==> src/rtl/mul_arb_pkg.sv <==
// Shared types and sizing helpers for the multiplier arbiter.
package mul_arb_pkg;

  typedef enum logic [2:0] {
    RESYNC  = 3'd0,
    IDLE    = 3'd1,
    ISSUE   = 3'd2,
    WAIT    = 3'd3,
    DELIVER = 3'd4
  } state_t;

  localparam int DEFAULT_TIMEOUT = 32;

  // Ceiling log2, never below 1 so every counter/index has at least one bit.
  function automatic int clog2(input int value);
    int r;
    r = 0;
    while ((1 << r) < value) r++;
    return (r < 1) ? 1 : r;
  endfunction

endpackage

==> src/rtl/mul_arbiter_rr_pick.sv <==
// Combinational circular priority picker: first set req bit at or after ptr.
module rr_pick
  import mul_arb_pkg::*;
#(
  parameter int NREQ = 4,
  parameter int PW   = clog2(NREQ)
) (
  input  logic [NREQ-1:0] req,
  input  logic [PW-1:0]   ptr,
  output logic [NREQ-1:0] pick,
  output logic [PW-1:0]   idx
);

  logic [PW-1:0] idx_hi;
  logic [PW-1:0] idx_lo;
  logic          hit_hi;

  // Lowest set bit at/above ptr wins; otherwise wrap to the lowest set bit overall.
  always_comb begin
    hit_hi = 1'b0;
    idx_hi = '0;
    idx_lo = '0;
    for (int i = NREQ - 1; i >= 0; i--) begin
      if (req[i]) idx_lo = PW'(i);
      if (req[i] && (i >= int'(ptr))) begin
        hit_hi = 1'b1;
        idx_hi = PW'(i);
      end
    end
    idx  = hit_hi ? idx_hi : idx_lo;
    pick = (|req) ? (NREQ'(1) << idx) : '0;
  end

endmodule

==> src/rtl/mul_arbiter.sv <==
// Round-robin arbiter sharing one shift-add multiplier between NREQ clients,
// with a watchdog on the multiplier and post-reset resynchronisation.
module mul_arbiter
  import mul_arb_pkg::*;
#(
  parameter int NREQ    = 4,
  parameter int W       = 4,
  parameter int TIMEOUT = DEFAULT_TIMEOUT
) (
  input  logic            clk,
  input  logic            rst_n,
  input  logic [NREQ-1:0] req,
  input  logic [NREQ*W-1:0] op_a,
  input  logic [NREQ*W-1:0] op_b,
  output logic [NREQ-1:0] gnt,
  output logic [NREQ-1:0] ack,
  output logic [2*W-1:0]  result,
  output logic            err,
  output logic            mul_init,
  output logic [W-1:0]    mul_mr,
  output logic [W-1:0]    mul_md,
  input  logic            mul_done,
  input  logic [2*W-1:0]  mul_pp,
  output state_t          dbg_state
);

  localparam int PW = clog2(NREQ);
  localparam int DW = clog2(TIMEOUT + 1);

  state_t        state;
  logic [PW-1:0] rr_ptr;
  logic [PW-1:0] g_idx;
  logic [PW-1:0] pick_idx;
  logic [NREQ-1:0] pick;
  logic [DW-1:0] wdog;
  logic [W-1:0]  sel_a;
  logic [W-1:0]  sel_b;
  logic          wdog_hit;

  rr_pick #(.NREQ(NREQ), .PW(PW)) u_pick (
    .req  (req),
    .ptr  (rr_ptr),
    .pick (pick),
    .idx  (pick_idx)
  );

  always_comb begin
    sel_a = '0;
    sel_b = '0;
    for (int i = 0; i < NREQ; i++) begin
      if (pick_idx == PW'(i)) begin
        sel_a = op_a[i*W +: W];
        sel_b = op_b[i*W +: W];
      end
    end
  end

  // The counter reaches TIMEOUT on the edge that leaves the current state.
  assign wdog_hit  = (wdog == DW'(TIMEOUT - 1));
  assign dbg_state = state;

  always_ff @(posedge clk or negedge rst_n) begin
    if (!rst_n) begin
      state    <= RESYNC;
      rr_ptr   <= '0;
      g_idx    <= '0;
      wdog     <= '0;
      gnt      <= '0;
      ack      <= '0;
      result   <= '0;
      err      <= 1'b0;
      mul_init <= 1'b0;
      mul_mr   <= '0;
      mul_md   <= '0;
    end else begin
      case (state)
        // Multiplier state is unknown after reset: wait for it to finish or give up.
        RESYNC: begin
          mul_init <= 1'b0;
          wdog     <= wdog + 1'b1;
          if (mul_done || wdog_hit) begin
            state <= IDLE;
            wdog  <= '0;
          end
        end
        IDLE: begin
          gnt <= '0;
          if (|req) begin
            gnt      <= pick;
            g_idx    <= pick_idx;
            mul_md   <= sel_a;
            mul_mr   <= sel_b;
            mul_init <= 1'b1;
            state    <= ISSUE;
          end
        end
        ISSUE: begin
          mul_init <= 1'b0;
          wdog     <= '0;
          state    <= WAIT;
        end
        WAIT: begin
          wdog <= wdog + 1'b1;
          if (mul_done) begin
            result <= mul_pp;
            err    <= 1'b0;
            ack    <= gnt;
            state  <= DELIVER;
          end else if (wdog_hit) begin
            result <= '0;
            err    <= 1'b1;
            ack    <= gnt;
            state  <= DELIVER;
          end
        end
        DELIVER: begin
          ack    <= '0;
          gnt    <= '0;
          wdog   <= '0;
          rr_ptr <= (g_idx == PW'(NREQ - 1)) ? '0 : g_idx + 1'b1;
          state  <= err ? RESYNC : IDLE;
        end
        default: state <= RESYNC;
      endcase
    end
  end

endmodule

==> config.mk <==
export PLATFORM = sky130hd
export DESIGN_NAME = mul_arbiter
export DESIGN_NICKNAME = d
export VERILOG_FILES = /design/src/rtl/mul_arb_pkg.sv /design/src/rtl/mul_arbiter_rr_pick.sv /design/src/rtl/mul_arbiter.sv
export SDC_FILE = /design/constraint.sdc
export NUM_CORES = 1
export LEC_CHECK = 0
export BUFFER_PORTS_ARGS = -buffer_cell sky130_fd_sc_hd__buf_2
export CORE_MARGIN = 5
export CORE_UTILIZATION = 40
export DETAILED_ROUTE_END_ITERATION = 8
export GPL_ROUTABILITY_DRIVEN = 1
export HOLD_SLACK_MARGIN = 0.03
export PLACE_DENSITY = 0.68
export SLEW_MARGIN = 30
export SYNTH_ARGS = -nofsm -noshare
export SYNTH_HDL_FRONTEND = slang
export SYNTH_SLANG_ARGS = --single-unit
==> constraint.sdc <==
create_clock -name clk -period 4.6 [get_ports clk]
set_input_delay 0.69 -clock clk [delete_from_list [all_inputs] [get_ports clk]]
set_output_delay 0.69 -clock clk [all_outputs]
set_load 0.005 [all_outputs]
==> impl_metrics.csv, run 1 <==
group,metric,value,unit
yosys,post_synth_inst_count,195,
critical_path,cpPeakStageDelay,600,ps
cells_and_area,area_growth,27.43,%
place,dp.final_hpwl,3359,µm
run_status,run_status,"finished clean",
critical_path,cpMaxStageDelayCell,"sky130_fd_sc_hd__or4_1",
floorplanning,fp.dieH,79.45,µm
worst_hold_path,hp-class,"input port to asynchronous set/reset pin",
critical_path,cp.arrival,2210,ps
timing,fmax,498.2,MHz
routing,route.final.wire_length,4474,µm
yosys,yosys_register_bits,39,
power,power.static_leakage,1.290,nW
yosys,ys_top_cells_by_count,"sky130_fd_sc_hd__dfrtp_1, sky130_fd_sc_hd__nand2_1, sky130_fd_sc_hd__nor2_1",
global_route,grt_pass1_wl,7521,µm
yosys,post_synthesis_async_set_or_reset_flop_share,100.0,%
critical_path,path_cells,"buf_2, or4_1, nand3_1, nor2_1, a22oi_1",
floorplanning,die_x,79.45,µm
global_route,first_global_vias,1647,
critical_path,timing.critical_path.buf_inv,1,
routing,avgViaCountPerCell,5.316,
critical_path,timing.rr.start,"dbg_state[2]",
yosys,synth_top_cell_area_share,50.58,%
yosys,synthDistinctLibCells,40,
yosys,area_leader_netlist,"sky130_fd_sc_hd__dfrtp_1",
critical_path,crit_start,"req[0]",
run,max_cap_viol_count,0,
global_route,grt_overflow,0,
yosys,synth.most_common_cell,"sky130_fd_sc_hd__dfrtp_1",
critical_path,startpoint_kind_of_the_worst_setup_timing_path,"input port",
timing,final_period_minus_worst_setup_slack,2007,ps
routing,detailed_route_via_count,1717,
timing,timing.setup.tns,0,ps
routing,drc,0,
place,pre_cts_setup_slack,2266,ps
clock_network,tritoncts,"done",
cells_and_area,final_util,52.40,%
yosys,synthAdderAreaFrac,1.297,%
cells_and_area,antenna_cells,0,
timing,finClkSkew,6.567,ps
yosys,synth_compound_gate_area_share,21.14,%
clock_network,post_cts_hold_buffer_count,0,
power,power.ir.vdd_worst,0.2341,mV
routing,ant_nets,0,
clock_network,cts-resized-gates,0,
place,portBuffers,75,
clock_network,post_cts_setup_repair_bufs,0,
cells_and_area,drive_gt1_share,33.46,%
timing,slew-limit-headroom,52.23,%
routing,dr.pass1.iters,4,
timing,worst-slew-pin-transition,713.4,ps
timing,final_count_of_negative_setup_slack_endpoints,0,
timing,drv_slew,0,
clock_network,clk_root_buffer_cell,"sky130_fd_sc_hd__clkbuf_8",
yosys,synth.yosys.warnings,0,
floorplanning,row_count,25,
clock_network,clock_tree.buffer_depth,2,
yosys,synthesized_area_fraction_occupied_by_xor_and_xnor_cells,1.816,%
timing,grt_setup_unrepaired,"no",
timing,timing.final.hold_violations,0,
yosys,synth-seq-area-share,50.58,%
cells_and_area,nNetsFinal,317,
clock_network,cts_buffers,5,
floorplanning,io_pins,76,
yosys,ys.flop_type,"sky130_fd_sc_hd__dfrtp_1",
yosys,synth_area_leaders,"sky130_fd_sc_hd__dfrtp_1, sky130_fd_sc_hd__nand2_1, sky130_fd_sc_hd__mux2i_1",
timing,final_worst_setup_slack,2593,ps
routing,avgRoutedWirePerCell,13.85,µm
critical_path,critPathCaptureType,"register",
yosys,syn_avg_cell_area,9.894,µm²
yosys,post_synth_instance_area,0.001929,mm²
yosys,dominant_combinational_cell_family_by_area_after_synthesis,"compound AO/OA/AOI/OAI gates",
yosys,synth.mux.area_fraction,5.837,%
cells_and_area,post_route_insts_no_fill,323,
global_route,grtUsageTotal,14.85,%
place,placedCellCount,315,
clock_network,cts.htree.levels,2,
timing,finalCritPeriodShare,43.63,%
yosys,synthSimpleGateAreaFrac,14.66,%
critical_path,worst-setup-path-type,"input port to register",
clock_network,worstSkewPairLatency,290,ps
clock_network,cts.sink_count,39,
floorplanning,core-area,0.004692,mm²
power,power_density,628.3,mW/mm²
place,finalWeightedCongestion,0.7515,
floorplanning,floorplan.initialDensity,41.12,%
critical_path,worst_ep_required_time,4800,ps
yosys,number_of_enable_type_register_cells_in_the_synthesized_netlist,0,
floorplanning,die_area,0.006312,mm²
global_route,grt_antenna_before_repair,0,
global_route,grt_start_max_net_pins,40,
yosys,synth_nets,244,
routing,detailedRoute.firstIterationViolations,78,
critical_path,timing.critical_path.fanout_max,11,
critical_path,critPathTopFamily,"simple AND/OR/NAND/NOR gates",
clock_network,clkSlewWorstSetupHoldPaths,70,ps
[layout make-up]
| class | count | area (µm²) |
|---|---|---|
| repair buffers | 76 | 385.4 |
| multi-input cells | 137 | 863.3 |
| clock buffers | 6 | 72.57 |
| fillers | 452 | 2233 |
| inverters | 9 | 33.78 |
| clock inverters | 2 | 60.06 |
| flip-flops and latches | 39 | 975.9 |
| well taps | 54 | 67.56 |
[worst paths after layout]
kind	slack, ps	to	cells after the start
setup / recovery	2590	mul_md[1]	5
max in group asynchronous	3900	g_idx[0]	1
setup reg to reg	2640	mul_md[1]	4
min in group clk	500	result[1]	1
hold / removal	360	result[0]	1
hold reg to reg	500	result[1]	1
[registers in the layout (all words and copies together), names as in the netlist]
register   count
rr_ptr         2
mul_init       1
ack            4
err            1
dbg_state      3
mul_md         4
gnt            4
result         8
mul_mr         4
g_idx          2
wdog           6
[cells in the final DEF, fill, tap and decap left out, types with 3 or more instances in the layout]
cell | Yosys | layout
sky130_fd_sc_hd__nand3_1 | 3 | 3
sky130_fd_sc_hd__a22o_1 | 9 | 9
sky130_fd_sc_hd__mux2i_1 | 9 | 9
sky130_fd_sc_hd__o22ai_1 | 3 | 3
sky130_fd_sc_hd__nand2b_1 | 3 | 3
sky130_fd_sc_hd__a22oi_1 | 6 | 6
sky130_fd_sc_hd__a21oi_1 | 10 | 10
sky130_fd_sc_hd__o221ai_1 | 6 | 6
sky130_fd_sc_hd__nand2_1 | 31 | 31
sky130_fd_sc_hd__xor2_1 | 4 | 4
sky130_fd_sc_hd__dfrtp_1 | 39 | 39
sky130_fd_sc_hd__nor2_1 | 13 | 13
sky130_fd_sc_hd__buf_2 | 6 | 74
sky130_fd_sc_hd__o21ai_1 | 4 | 4
sky130_fd_sc_hd__o21ai_0 | 8 | 8
sky130_fd_sc_hd__clkbuf_8 | 0 | 5
sky130_fd_sc_hd__inv_1 | 7 | 7
[layer usage]
layer  vias to the layer above  part of all wire [%]  track usage [%]
met5                         -                     0                0
met4                         0                   1.2            4.639
met3                         7                   7.9            4.176
met2                        68                    43            22.62
met1                       794                    48            20.43
li1                        848                     -                -
[kinds of logic (layout without fill, tap and decap cells)]
group | Yosys count | count (layout)
buffers and inverters | 19 | 93
flip-flops | 39 | 39
AO/OA/AOI/OAI | 58 | 58
XOR/XNOR | 4 | 4
adder cells (fa/ha/maj) | 2 | 2
multiplexers | 11 | 11
AND/OR/NAND/NOR | 62 | 62
[worst reg2reg max path: cells and delay by family (launching register included)]
kind | cells | cell delay, ps
AOI/OAI and AO/OA | 1 | 160
DFF | 1 | 540
and+or+nand+nor | 3 | 1130
[stage by stage]
step                      hold slack, ps  power [mW]  cell area, µm²
final                              364.3       1.545            2459
after global routing               402.7       1.672            2459
after CTS                          507.3       1.564            2456
after detailed placement           486.0       1.226            2323
after global placement             482.4       1.221            2323
after floorplan                    394.4       1.005            1929
[power by group]
group | internal [mW] | switching [mW] | total [mW]
sequential | 0.487 | 0.117 | 0.604
clock | 0.217 | 0.115 | 0.331
combinational | 0.292 | 0.318 | 0.610
Note: power is estimated with default switching activity, not from simulation.
==> run 2: changes to the inputs <==
==> constraint.sdc (replaced) <==
create_clock -name clk -period 1.85 [get_ports clk]
set_input_delay 0.2775 -clock clk [delete_from_list [all_inputs] [get_ports clk]]
set_output_delay 0.2775 -clock clk [all_outputs]
set_load 0.005 [all_outputs]
==> run 2 against run 1 <==
Compared with the run above:
- combinational power grew to 2.9 times the previous value
- first-iteration DRC count rose by 1.3%
- via count up 3.3%
- sequential share of layout area fell by 1.8 points
- clock-buffer cell count stayed put
- critical path type is now register to register
- critical endpoint is now result[3]
==> impl_metrics.csv, run 2 (synthesis results as in run 1) <==
group,metric,value,unit
place,pre_cts_setup_slack,111.6,ps
cells_and_area,final_util,54.85,%
global_route,grt_antenna_before_repair,0,
cells_and_area,final_design_area_no_fill,0.002574,mm²
timing,drv_slew,0,
power,power_report.internal_total,2.331,mW
cells_and_area,largest_register_ff_count,8,
clock_network,worstSkewPairLatency,290,ps
clock_network,cts_buffers,5,
place,dp.final_hpwl,3669,µm
global_route,gr-max-usage-layer,"met2",
floorplanning,core-area,0.004692,mm²
clock_network,cts.htree.levels,2,
timing,fmax,617.5,MHz
floorplanning,floorplan.initialDensity,41.12,%
cells_and_area,nFillCells,443,
clock_network,clk_root_buffer_cell,"sky130_fd_sc_hd__clkbuf_8",
cells_and_area,nNetsFinal,338,
critical_path,startpoint_kind_of_the_worst_setup_timing_path,"register",
run,max_cap_viol_count,0,
floorplanning,row_count,25,
routing,drc,0,
cells_and_area,drive_gt1_share,38.28,%
timing,timing.setup.tns,0,ps
cells_and_area,area_growth,33.40,%
global_route,grtUsageTotal,16.53,%
clock_network,clkSlewWorstSetupHoldPaths,80,ps
power,power_density,1459,mW/mm²
routing,route.final.wire_length,4885,µm
routing,dr.pass1.iters,4,
clock_network,clock_tree.buffer_depth,2,
power,power.share.sequential,38.2,%
cells_and_area,antenna_cells,0,
place,placedInstanceArea,0.002479,mm²
power,power.switching_fraction,37.94,%
power,power.static_leakage,1.365,nW
timing,final_worst_setup_slack,230.6,ps
critical_path,r2r_slack,230,ps
cells_and_area,largest_registers,"result x8, wdog x6",
floorplanning,io_pins,76,
clock_network,tritoncts,"done",
cells_and_area,commonest_non_fill_non_tap_cell_in_the_layout,"sky130_fd_sc_hd__buf_2",
timing,worst-slew-pin-transition,710.0,ps
place,portBuffers,75,
timing,grt_setup_unrepaired,"no",
cells_and_area,commonest_cells_after_routing_fill_and_taps_aside,"sky130_fd_sc_hd__buf_2, sky130_fd_sc_hd__dfrtp_1, sky130_fd_sc_hd__nand2_1, sky130_fd_sc_hd__buf_4, sky130_fd_sc_hd__nor2_1",
power,power_frac_comb,46.8,%
power,power.ir.vdd_worst,0.6340,mV
critical_path,critPathCaptureType,"register",
global_route,grt_pass1_wl,8418,µm
critical_path,worst-setup-path-type,"register to register",
routing,avgRoutedWirePerCell,14.20,µm
clock_network,cts.sink_count,39,
global_route,grt_overflow,0,
global_route,grt_start_max_net_pins,28,
routing,avgViaCountPerCell,5.154,
critical_path,worst_ep_required_time,2030,ps
critical_path,timing.critical_path.fanout_max,8,
global_route,use_met1,22.90,%
power,part_of_the_power_in_the_clock_network,15.0,%
routing,detailedRoute.firstIterationViolations,79,
floorplanning,fp.dieH,79.45,µm
timing,final_count_of_negative_setup_slack_endpoints,0,
floorplanning,die_x,79.45,µm
timing,slew-limit-headroom,52.41,%
floorplanning,die_area,0.006312,mm²
power,net-switching-power,1.425,mW
routing,ant_nets,0,
routing,detailed_route_via_count,1773,
global_route,gr-usage-met3,5.079,%
power,post_route_total_power,3.756,mW
timing,finalCritPeriodShare,87.53,%
timing,timing.final.hold_violations,0,
global_route,global_route.usage.met2,25.88,%
global_route,first_global_vias,1847,
place,finalWeightedCongestion,0.7522,
worst_hold_path,hp-class,"input port to register",
timing,final_period_minus_worst_setup_slack,1619,ps
cells_and_area,largest-register,"result",
critical_path,cp.arrival,1800,ps
timing,finClkSkew,9.829,ps
run_status,run_status,"finished clean",
run 2: power by group through the flow:
stage	clock [mW]	sequential (mW)	combinational [mW]
global route	0.621	1.48	2.01
finish	0.564	1.43	1.76
detailed placement	0	1.44	1.77
CTS	0.576	1.44	1.79
floorplan	0	1.45	1.05
global placement	0	1.45	1.73
run 2: metal layers:
metal	vias up	share of wire, %
met4	0	0.70
met1	808	47
li1	892	-
met3	5	8.8
met5	-	0
met2	68	44
run 2: worst paths after layout:
kind / cells after the start / from / end
max in group asynchronous: 3 / rst_n / g_idx[0]
min in group asynchronous: 2 / rst_n / wdog[3]
hold reg to reg: 1 / result[0] / result[0]
setup / recovery: 5 / wdog[5] / result[3]
hold / removal: 2 / mul_pp[7] / result[7]
setup reg to reg: 5 / wdog[5] / result[3]
run 2: final cells by class:
type | count | area, µm² | area share (%)
Inverter | 9 | 33.78 | 1.313
Sequential cell | 39 | 975.9 | 37.92
Tap cell | 54 | 67.56 | 2.625
Multi-Input combinational cell | 137 | 868.3 | 33.74
Clock inverter | 2 | 12.51 | 0.4861
Timing Repair Buffer | 97 | 543.0 | 21.10
Clock buffer | 6 | 72.57 | 2.820
run 2: what timing repair did:
item	in CTS	in global routing
hold buffers	1	0
buffers inserted	0	0
hold endpoints to repair	25	0
gates resized for setup	0	0
run 2: critical path, cell delays in order (launching register included):
cell and delay [ps]:
sky130_fd_sc_hd__dfrtp_1 400, sky130_fd_sc_hd__and4b_1 270, sky130_fd_sc_hd__a21oi_2 70, sky130_fd_sc_hd__or3_1 370, sky130_fd_sc_hd__buf_4 180, sky130_fd_sc_hd__a22o_1 230
run 2: through the flow:
step	hold WS [ps]	std cells
floorplan	-18.09	195
global placement	308.7	335
detailed placement	320.1	335
CTS	196.1	344
global route	197.5	344
finish	203.2	344
==> run 3: changes to the inputs <==
--- a/config.mk
+++ b/config.mk
@@ -12,6 +12,7 @@
 export GPL_ROUTABILITY_DRIVEN = 1
 export HOLD_SLACK_MARGIN = 0.03
 export PLACE_DENSITY = 0.68
+export RECOVER_POWER = 50
 export SLEW_MARGIN = 30
 export SYNTH_ARGS = -nofsm -noshare
 export SYNTH_HDL_FRONTEND = slang
==> run 3 against run 2 <==
Compared with the run above:
- first-iteration DRC count decreased by 3.8%
- clock-buffer cell count unchanged
- maximum frequency about the same
- global-route usage unchanged
- critical path depth unchanged
- hold slack got worse by 1.3 ps
- total power decreased by 0.84%
- sequential power about the same
- clock power increased by 0.7%
- critical endpoint unchanged
==> impl_metrics.csv, run 3 (synthesis results as in run 1) <==
group,metric,value,unit
run_status,run_status,"finished clean",
clock_network,clkSlewWorstSetupHoldPaths,80,ps
floorplanning,floorplan.initialDensity,41.12,%
global_route,grt_antenna_before_repair,0,
routing,drc,0,
cells_and_area,multiInputGateArea,868.3,µm²
timing,grt_setup_unrepaired,"no",
timing,drv_slew,0,
clock_network,cts_buffers,5,
global_route,grt_start_max_net_pins,28,
run,max_cap_viol_count,0,
timing,final_period_minus_worst_setup_slack,1621,ps
power,power_density,1461,mW/mm²
worst_hold_path,hp-class,"input port to register",
cells_and_area,largest_register_ff_count,8,
place,placedInstanceArea,0.002479,mm²
critical_path,cp.arrival,1800,ps
cells_and_area,nFillCells,455,
cells_and_area,drive_gt1_share,32.41,%
critical_path,timing.critical_path.fanout_max,8,
clock_network,worstSkewPairLatency,290,ps
global_route,grt_pass1_wl,8418,µm
routing,avgRoutedWirePerCell,14.23,µm
timing,timing.setup.tns,0,ps
cells_and_area,largest_registers,"result x8, wdog x6",
floorplanning,die_area,0.006312,mm²
timing,worst-slew-pin-transition,708.7,ps
cells_and_area,area_growth,32.17,%
timing,fmax,617.1,MHz
power,power.ir.vdd_worst,0.6288,mV
cells_and_area,nNetsFinal,338,
floorplanning,row_count,25,
floorplanning,die_x,79.45,µm
critical_path,critPathCaptureType,"register",
clock_network,tritoncts,"done",
routing,dr.pass1.iters,4,
place,dp.final_hpwl,3669,µm
floorplanning,core-area,0.004692,mm²
clock_network,clk_root_buffer_cell,"sky130_fd_sc_hd__clkbuf_8",
timing,slew-limit-headroom,52.49,%
global_route,grt_overflow,0,
cells_and_area,antenna_cells,0,
routing,detailed_route_via_count,1769,
cells_and_area,ff_latch_area,975.9,µm²
timing,finClkSkew,11.97,ps
global_route,grtUsageTotal,16.53,%
critical_path,startpoint_kind_of_the_worst_setup_timing_path,"register",
cells_and_area,commonest_non_fill_non_tap_cell_in_the_layout,"sky130_fd_sc_hd__buf_2",
clock_network,cts.htree.levels,2,
routing,detailedRoute.firstIterationViolations,76,
floorplanning,fp.dieH,79.45,µm
floorplanning,io_pins,76,
critical_path,worst_ep_required_time,2030,ps
timing,finalCritPeriodShare,87.60,%
clock_network,cts.sink_count,39,
place,finalWeightedCongestion,0.7522,
cells_and_area,final_design_area_no_fill,0.002550,mm²
global_route,first_global_vias,1847,
cells_and_area,largest-register,"result",
routing,route.final.wire_length,4894,µm
power,power.static_leakage,1.309,nW
cells_and_area,commonest_cells_after_routing_fill_and_taps_aside,"sky130_fd_sc_hd__buf_2, sky130_fd_sc_hd__dfrtp_1, sky130_fd_sc_hd__nand2_1, sky130_fd_sc_hd__buf_4, sky130_fd_sc_hd__clkbuf_1",
critical_path,r2r_slack,230,ps
critical_path,worst-setup-path-type,"register to register",
place,portBuffers,75,
timing,finalHoldWorstSlack,201.9,ps
clock_network,clock_tree.buffer_depth,2,
routing,ant_nets,0,
routing,avgViaCountPerCell,5.142,
timing,timing.final.hold_violations,0,
timing,final_count_of_negative_setup_slack_endpoints,0,
run 3: changes by cell type in the layout (fill, tap and decap cells not counted):
cell                       before  now
sky130_fd_sc_hd__buf_2         75   58
sky130_fd_sc_hd__clkbuf_1       1   17
sky130_fd_sc_hd__buf_1          0    1
sky130_fd_sc_hd__buf_4         21   20
sky130_fd_sc_hd__clkbuf_2       0    1
run 3: final cells by class:
type                    instances  share of cell area [%]
clock inverters                 2                  0.4907
flip-flops and latches         39                   38.27
inverters                       9                   1.325
repair buffers                 97                   20.36
multi-input cells             137                   34.05
well taps                      54                   2.650
clock buffers                   6                   2.846
run 3: power breakdown:
part / switching (mW) / leakage [nW] / internal [mW]
Clock: 0.305 / 0.0412 / 0.264
Sequential: 0.230 / 0.496 / 1.21
Combinational: 0.901 / 0.772 / 0.815
Total: 1.44 / 1.31 / 2.29
run 3: repair_timing:
item,in CTS,in global routing
buffers inserted,0,0
hold endpoints to repair,25,0
hold buffers,1,0
gates resized for setup,0,0
run 3: critical path, stage by stage, from the launching register on:
cell	delay [ps]
sky130_fd_sc_hd__dfrtp_1	400
sky130_fd_sc_hd__and4b_1	270
sky130_fd_sc_hd__a21oi_2	70
sky130_fd_sc_hd__or3_1	370
sky130_fd_sc_hd__buf_4	180
sky130_fd_sc_hd__a22o_1	230
run 3: stage by stage:
| stage | total power [mW] | std cells | util, % | worst slack, ps |
|---|---|---|---|---|
| 3_5_place_dp | 3.216 | 335 | 52.83 | 111.6 |
| 5_1_grt | 4.074 | 344 | 54.35 | 33.71 |
| 6_report | 3.724 | 344 | 54.35 | 229.5 |
| 2_1_floorplan | 2.498 | 195 | - | 212.9 |
| 4_1_cts | 3.800 | 344 | 54.85 | 219.5 |
| 3_3_place_gp | 3.179 | 335 | 52.72 | -187.4 |
run 3: layer usage:
metal  global-route usage, %  wire (µm)  vias up
met4                   2.577         22        0
met1                   22.90       2285      803
li1                        -          -      893
met2                   25.88       2139       69
met5                       0          0        -
met3                   5.079        447        4
run 3: final timing paths:
path	end	startpoint	cells past startpoint
max in group asynchronous	gnt[0]	rst_n	3
hold reg to reg	result[0]	result[0]	1
hold / removal	result[7]	mul_pp[7]	2
setup reg to reg	result[3]	wdog[5]	5
setup / recovery	result[3]	wdog[5]	5
min in group asynchronous	wdog[3]	rst_n	2
